File: src/rtl/mpc_wbuf.sv
// Multi-channel store write buffer: round-robin allocation, registered readout, explicit release.
// Optional MPC_WBUF_ERR_EN adds err_o flagging release/read of a non-busy entry.
module mpc_wbuf #(
    parameter int CHANNELS = 4,
    parameter int DATA_W   = 128,
    parameter int DEPTH    = 32,
    parameter int ID_W     = $clog2(DEPTH)
) (
    input  logic                       clk_i,
    input  logic                       rst_i,
    input  logic [CHANNELS-1:0]        alloc_valid_i,
    input  logic [CHANNELS*DATA_W-1:0] alloc_wdata_i,
    output logic [CHANNELS-1:0]        alloc_ready_o,
    output logic [ID_W-1:0]            alloc_id_o,
    input  logic                       rd_valid_i,
    input  logic [ID_W-1:0]            rd_id_i,
    output logic                       rd_valid_o,
    output logic [DATA_W-1:0]          rd_data_o,
    input  logic                       rel_valid_i,
    input  logic [ID_W-1:0]            rel_id_i,
    output logic [ID_W:0]              free_cnt_o,
    output logic                       full_o
`ifdef MPC_WBUF_ERR_EN
    ,
    output logic                       err_o
`endif
);

    localparam int RR_W = (CHANNELS > 1) ? $clog2(CHANNELS) : 1;

    logic [DEPTH-1:0]  r_busy;
    logic [DATA_W-1:0] r_data [DEPTH];
    logic [RR_W-1:0]   r_rr;

    logic              w_any;
    logic [RR_W-1:0]   w_winner;
    logic              w_grant;
    logic              w_rel;
    logic [ID_W-1:0]   w_free_id;
    logic [DATA_W-1:0] w_wdata;

    // Scan channels starting at the round-robin pointer, wrapping around.
    always_comb begin
        int j;
        j        = 0;
        w_any    = 1'b0;
        w_winner = '0;
        for (int k = 0; k < CHANNELS; k++) begin
            j = int'(r_rr) + k;
            if (j >= CHANNELS) j = j - CHANNELS;
            if (!w_any && alloc_valid_i[j[RR_W-1:0]]) begin
                w_any    = 1'b1;
                w_winner = j[RR_W-1:0];
            end
        end
    end

    always_comb begin
        w_free_id = '0;
        for (int i = DEPTH - 1; i >= 0; i--) begin
            if (!r_busy[i]) w_free_id = i[ID_W-1:0];
        end
    end

    assign full_o        = (free_cnt_o == '0);
    assign w_grant       = w_any && !full_o;
    assign w_rel         = rel_valid_i && r_busy[rel_id_i];
    assign alloc_ready_o = w_grant ? (CHANNELS'(1) << w_winner) : '0;
    assign alloc_id_o    = w_free_id;
    assign w_wdata       = alloc_wdata_i[w_winner*DATA_W +: DATA_W];

    always_ff @(posedge clk_i or posedge rst_i) begin
        if (rst_i) begin
            r_busy     <= '0;
            r_rr       <= '0;
            free_cnt_o <= (ID_W+1)'(DEPTH);
            rd_valid_o <= 1'b0;
            rd_data_o  <= '0;
        end else begin
            if (w_grant) begin
                r_busy[w_free_id] <= 1'b1;
                if (w_winner == RR_W'(CHANNELS - 1)) r_rr <= '0;
                else r_rr <= w_winner + 1'b1;
            end
            if (w_rel) r_busy[rel_id_i] <= 1'b0;
            unique case ({w_grant, w_rel})
                2'b10:   free_cnt_o <= free_cnt_o - (ID_W+1)'(1);
                2'b01:   free_cnt_o <= free_cnt_o + (ID_W+1)'(1);
                default: free_cnt_o <= free_cnt_o;
            endcase
            rd_valid_o <= rd_valid_i;
            if (rd_valid_i) rd_data_o <= r_data[rd_id_i];
        end
    end

    always_ff @(posedge clk_i) begin
        if (w_grant) r_data[w_free_id] <= w_wdata;
    end

`ifdef MPC_WBUF_ERR_EN
    always_ff @(posedge clk_i or posedge rst_i) begin
        if (rst_i) err_o <= 1'b0;
        else err_o <= (rel_valid_i && !r_busy[rel_id_i])
                   || (rd_valid_i && !r_busy[rd_id_i]);
    end
`endif

endmodule

File: config.mk
export PLATFORM = sky130hd
export DESIGN_NAME = mpc_wbuf
export DESIGN_NICKNAME = d
export VERILOG_FILES = /design/src/rtl/mpc_wbuf.sv
export SDC_FILE = /design/constraint.sdc
export NUM_CORES = 2
export LEC_CHECK = 0
export CAP_MARGIN = 20
export CORE_ASPECT_RATIO = 0.7
export CORE_MARGIN = 1
export CORE_UTILIZATION = 45
export CTS_CLUSTER_DIAMETER = 100
export DETAILED_ROUTE_END_ITERATION = 12
export HOLD_SLACK_MARGIN = 0.03
export PLACE_DENSITY_LB_ADDON = 0.12
export SLEW_MARGIN = 15
export SYNTH_ARGS = -nofsm -noshare
export SYNTH_HDL_FRONTEND = slang
export SYNTH_SLANG_ARGS = --single-unit
File: constraint.sdc
create_clock -name clk_i -period 11.4 [get_ports clk_i]
set_input_delay 3.42 -clock clk_i [delete_from_list [all_inputs] [get_ports clk_i]]
set_output_delay 3.42 -clock clk_i [all_outputs]
set_load 0.05 [all_outputs]
Yosys cells after proc, flatten, opt, wreduce, memory -nomap -nowiden
Memory sizes are Yosys's and may differ from the RTL's. A register that Yosys moved wholly into a read port is not among the register bits.
Cells that the tools add are included.
- add/subtract/negate cells: 10
- magnitude comparators: 12
- equal/unequal tests: 3
- shift operators: 2
- muxes and demuxes: 65
- bitwise gates (word level): 3
- reductions and logical operators: 13
- operators by type and width (cell ; count):
    512-bit by 10-bit indexed part select with 128-bit output ; 1
    5-bit two-way mux ; 32
    32-bit two-way mux ; 2
    32-bit AND ; 1
    32-bit NOT ; 1
    32-bit bitwise OR ; 1
    2-bit two-way mux ; 9
    1-bit two-way mux ; 13
    2-bit by 3-bit less-than comparator with 1-bit output (second input constant) ; 4
    5-bit by 6-bit less-than comparator with 1-bit output (second input constant) ; 2
    6-bit one-hot mux with 2 select lines ; 1
    1-bit demux with 5-bit select ; 2
    5-bit by 1-bit greater-or-equal comparator with 1-bit output (second input constant) ; 2
    3-bit greater-or-equal comparator (second input constant) ; 3
    1-bit binary-select mux with 2-bit select ; 4
    2-bit by 1-bit subtractor with 2-bit output (second input constant) ; 4
    1-bit logical AND ; 7
    2-bit by 2-bit adder with 3-bit output (second input constant) ; 2
    6-bit by 1-bit adder with 6-bit output (second input constant) ; 1
    6-bit logical NOT ; 1
    6-bit by 1-bit subtractor with 6-bit output (second input constant) ; 1
    1-bit binary-select mux with 5-bit select ; 1
    2-bit == test (second input constant) ; 2
    1-bit logical NOT ; 4
    other kinds (7) ; 7
- register bits after elaboration: 41
- memory bits (writable): 4096
- input port bits: 530
- output and inout port bits: 145
- memories kept: 1
- memory list (name ; depth ; width ; rd ports ; clocked after memory_dff ; write ports ; RTL line ; RTL):
    r_data ; 32 ; 128 ; 1 ; 1 ; 1 ; 32 ; logic [DATA_W-1:0] r_data [DEPTH];

Longest topological paths before layout
- depth in word-level cells: 40
- gate-level depth with buffers: 15
- gate-level depth less buffers: 14

Least setup slack after synthesis
No wires, ideal clock.
- path kind: input -> register
- start point: in alloc_valid_i[1]
- end point: mem r_data[11][0], enable pin
- setup time: 801 ps
- arrival: 13572 ps
- path slack: -2973 ps
- cell stages on the path: 5
- cell sequence: nor4_1 a31oi_1 clkbuf_1 nand3_1 nor3b_1
- longest elaborated chain between the ends: 15
- RTL lines (element ; RTL line ; RTL):
    start: declaration ; 11 ; input logic [CHANNELS-1:0] alloc_valid_i,
    1-bit binary-select mux with 2-bit select ; 51 ; if (!w_any && alloc_valid_i[j[RR_W-1:0]]) begin
    1-bit two-way mux (not written as such) ; 51 ;
    1-bit two-way mux ; 51 ;
    1-bit logical NOT ; 51 ;
    1-bit logical AND ; 51 ;
    1-bit two-way mux ; 51 ;
    1-bit logical NOT ; 51 ;
    1-bit logical AND ; 51 ;
    1-bit two-way mux ; 51 ;
    1-bit logical NOT ; 51 ;
    1-bit logical AND ; 51 ;
    1-bit two-way mux * ; 51 ;
    1-bit logical AND * ; 66 ; assign w_grant = w_any && !full_o;
    1-bit two-way mux * ; 97 ; if (w_grant) r_data[w_free_id] <= w_wdata;
    1-bit two-way mux (not written as such) * ; 97 ;
    end: declaration ; 32 ;
Mark *: on every way between the ends. The rest lies on a longest branch, timed or not. The select of a mux whose other input is x is not followed.

Worst setup path after layout
- start point: in alloc_valid_i[0]
- end point: out alloc_ready_o[0]
- longest elaborated chain between the ends: 14
- RTL lines (element ; RTL line ; RTL):
    1-bit binary-select mux with 2-bit select ; 51 ;
    1-bit two-way mux (not written as such) ; 51 ;
    1-bit two-way mux ; 51 ;
    1-bit logical NOT ; 51 ;
    1-bit logical AND ; 51 ;
    1-bit two-way mux ; 51 ;
    1-bit logical NOT ; 51 ;
    1-bit logical AND ; 51 ;
    1-bit two-way mux ; 51 ;
    1-bit logical NOT ; 51 ;
    1-bit logical AND ; 51 ;
    2-bit two-way mux / 1-bit two-way mux (equally long branches) ; 51 ;
    1-bit by 2-bit << shifter with 4-bit output / 1-bit logical AND (equally long branches) ; 68, 66 ;
    4-bit two-way mux * ; 68 ; assign alloc_ready_o = w_grant ? (CHANNELS'(1) << w_winner) : '0;
    end: declaration ; 13 ; output logic [CHANNELS-1:0] alloc_ready_o,
Marks and branches as above.

==> results.yml <==
finish:
  final_cell_mix: "4096 x edfxtp_1, 1289 x mux4_2, 668 x clkdlybuf4s50_1, 543 x nand2_1, 415 x clkbuf_16"
  drive_above_1_share: 0.269
  final_area_um2: 194000
  syn2layout_area_growth_pct: 17.2
  final_common_cell: "edfxtp_1"
  final_nets: 8883
timing:
  setup_viol: 0
  fmax_mhz: 101
  worstMarginPinSlew_ns: 1.17
  slew-limit-headroom: 0.221
  finalCriticalPeriod_ns: 9.90
  grt_setup_unrepaired: "no"
  finalCritPeriodShare: 0.868
  finalHoldViolations: 0
  fin_skew_ns: 0.0508
  hold_slack_ns: 0.526
  slew_viol_final: 0
critical_path:
  critPathKind: "in -> out"
  cp-end-kind: "primary output"
  critical_path_required_ns: 7.98
  cp-endpoint: "alloc_ready_o[0]"
  r2r_cells: 9
  cpMostUsedCell: "clkdlybuf4s50_1"
  crit_family: "buffers and inverters"
  path_cells: "clkdlybuf4s50_1, mux2i_1, nor2_1, nor3_2, inv_8, ha_1, and2_1, clkdlybuf4s50_1"
  r2r_slack_ns: 6.83
  critPathArrivalTime_ns: 6.48
  cpPeakStageDelay_ns: 0.70
  worst_setup_path_start_kind: "input pin"
  crit_path_max_fanout: 58
  crit_cells: 8
  r2r_end: "r_data[21][50]"
  cp_num_buf_inv: 3
  crit_path_start: "alloc_valid_i[0]"
  r2r-start: "r_busy[19]"
  slowest_stage: "clkdlybuf4s50_1"
min_path:
  hold_path.class: "reg -> reg"
  hold_start: "rd_data_o[60]"
pwr:
  p_seq_frac: 0.485
  vdd_drop_max_v: 0.000369
  combPwrFrac: 0.232
  clockPowerShare: 0.283
  switching_share: 0.309
  switchingPower_mw: 14.7
  p_leak_nw: 61.7
  p_per_area_nw_per_um2: 246
  power.internal_mw: 33.0
yosys:
  syn-instance-count: 7403
  syn_area_um2: 166000
  synth-main-ff-cell: "edfxtp_1"
  synth_warnings: 0
  yosysSeqAreaShare: 0.767
  syn_nets: 7943
  yosysTopAreaCell: "edfxtp_1"
  synth_edf_count: 4096
  synthTopCellsByArea: "edfxtp_1 74%, mux4_2 18%, dfrtp_1 2.5%"
  async_reset_ff_frac: 0.0396
  synth.top_cell.area_share: 0.742
  synth.distinct_cells: 60
  yosys_register_bits: 4265
  synth.avg_cell_area_um2: 22.4
routing:
  drt_iter0_drc: 10600
  postRouteAntennaNets: 0
  vias: 84500
  via_per_inst: 6.21
  drt-pass1-iter-count: 5
  routed_wl_mm: 507
  wl_per_cell_um: 37.3
  route.detailed.drc: 0
job:
  maxCapViolations: 0
clock_network:
  clock_latency_ns: 0.96
  ctsHtreeMaxLevel: 5
  path_clk_slew_ns: 0.06
  cts.sink_count: 4265
  root_buffer: "clkbuf_16"
  holdBufCountCts: 0
  tritoncts: "yes"
  numCtsBuffers: 410
  cts_buffer_depth: 4
  cts-resized-gates: 0
  cts_setup_buffers: 0
die:
  fp.coreArea_um2: 367000
  fp.dieH_um: 510
  dieArea_um2: 371000
  initial_core_util: 0.452
  ioPinCount: 675
  num_rows: 186
  die_w_um: 727
global_route:
  grt-ovfl-total: 0
  grt_max_degree: 132
  grt.total_usage: 0.271
  antenna_found_initial: 42
  grt_pass1_wl_mm: 693
  grt_pass1_vias: 84000
placed_design:
  place_congestion: 0.913
  postPlaceCellArea_um2: 181000
  numPortBuffers: 674
  dp.final_hpwl_mm: 276
status:
  status: "finished clean"
## registers in the layout, indices dropped and copies added, names as in the netlist
| name | count |
|---|---|
| r_rr | 2 |
| rd_data_o | 128 |
| rd_valid_o | 1 |
| r_busy | 32 |
| free_cnt_o | 6 |
| r_data | 4096 |
## stage by stage
step | TNS, ns | worst slack, ns | std cells | power (mW) | util
after floorplan | -2156.59 | -2.40 | 7403 | 29.1 | -
after global placement | 0 | 1.48 | 12800 | 34.0 | 0.493
after detailed placement | 0 | 1.54 | 12800 | 34.5 | 0.493
after CTS | 0 | 1.53 | 13600 | 47.9 | 0.529
after global routing | 0 | 1.41 | 13600 | 49.1 | 0.530
final | 0 | 1.50 | 13600 | 47.7 | 0.530
## how the worst min path moves through the flow
| stage | end | slack (ns) | cells after the start |
|---|---|---|---|
| floorplan | r_busy[24] | 0.51 | 1 |
| global placement | rd_data_o[119] | 0.51 | 2 |
| detailed placement | rd_data_o[75] | 0.51 | 2 |
| CTS | rd_data_o[75] | 0.53 | 2 |
| global route | rd_data_o[24] | 0.54 | 2 |
| finish | rd_data_o[60] | 0.53 | 2 |
## synthesized netlist by cell type, types with 3 or more instances
| cell | n |
|---|---|
| buf_1 | 47 |
| o22a_1 | 24 |
| o21ai_0 | 10 |
| mux2_2 | 3 |
| o22ai_1 | 7 |
| nor3b_2 | 3 |
| nor2_1 | 150 |
| o21a_1 | 3 |
| nand4_1 | 12 |
| nand3_1 | 10 |
| nor3b_1 | 5 |
| nor3_2 | 5 |
| nand2b_1 | 4 |
| dfrtp_1 | 168 |
| and4_1 | 5 |
| mux2i_1 | 129 |
| inv_1 | 17 |
| a31oi_1 | 132 |
| mux4_2 | 1289 |
| edfxtp_1 | 4096 |
| xnor2_1 | 3 |
| clkbuf_1 | 249 |
| buf_4 | 26 |
| buf_2 | 100 |
| nand2_1 | 543 |
| ha_1 | 9 |
| nor2b_1 | 4 |
| nor3_1 | 18 |
| o211ai_1 | 4 |
| and2_1 | 7 |
| and3_1 | 130 |
| a21oi_1 | 148 |
| a21boi_0 | 3 |
| nor4_1 | 4 |
| a21o_1 | 6 |
## per-layer routing
metal / part of all wire / up-vias / GRT usage
li1: - / 33200 / -
met1: 0.42 / 46800 / 0.396
met2: 0.48 / 3831 / 0.433
met3: 0.076 / 610 / 0.0431
met4: 0.026 / 8 / 0.0661
met5: 0.00011 / - / 0
## logic make-up (layout without fill, tap and decap cells)
family          count (synthesis)  in the layout  share of synthesized area
flops                        4265           4265                      0.767
xor+xnor                        5              5                   0.000264
fa+ha+maj                      10             10                   0.000800
buf+inv                       443           1724                     0.0115
simple gates                  907            907                     0.0240
mux                          1421           1421                      0.183
compound gates                352            352                     0.0129
other cells                     0             19                          0
## area by class of cell
cell class              instances  area [µm²]
clock buffers                 520       10900
multi-input cells            2695       38000
diodes                         19        47.5
flip-flops and latches       4265      127000
inverters                      19        93.8
repair buffers                952        9680
well taps                    4888        6120
clock inverters               233        2220
fillers                     28300      172000
## power by group through the flow
stage          Clock (mW)  Combinational (mW)  Sequential [mW]
6_report             13.5                11.0             23.1
5_1_grt              14.3                11.5             23.3
4_1_cts              13.7                11.0             23.2
3_5_place_dp            0                11.0             23.5
3_3_place_gp            0                10.6             23.3
2_1_floorplan           0                4.79             24.3
## worst reg2reg max path, cell delays in order, from the launching register on
cell and delay (ns):
dfrtp_1 0.44, nand2b_1 0.17, a21boi_0 0.33, a2111oi_0 0.21, a221oi_4 0.36, buf_4 0.45, a22oi_2 0.11, buf_4 0.28
nor2_4 0.85, buf_12 0.75
Note: power is estimated with default switching activity, not from simulation.
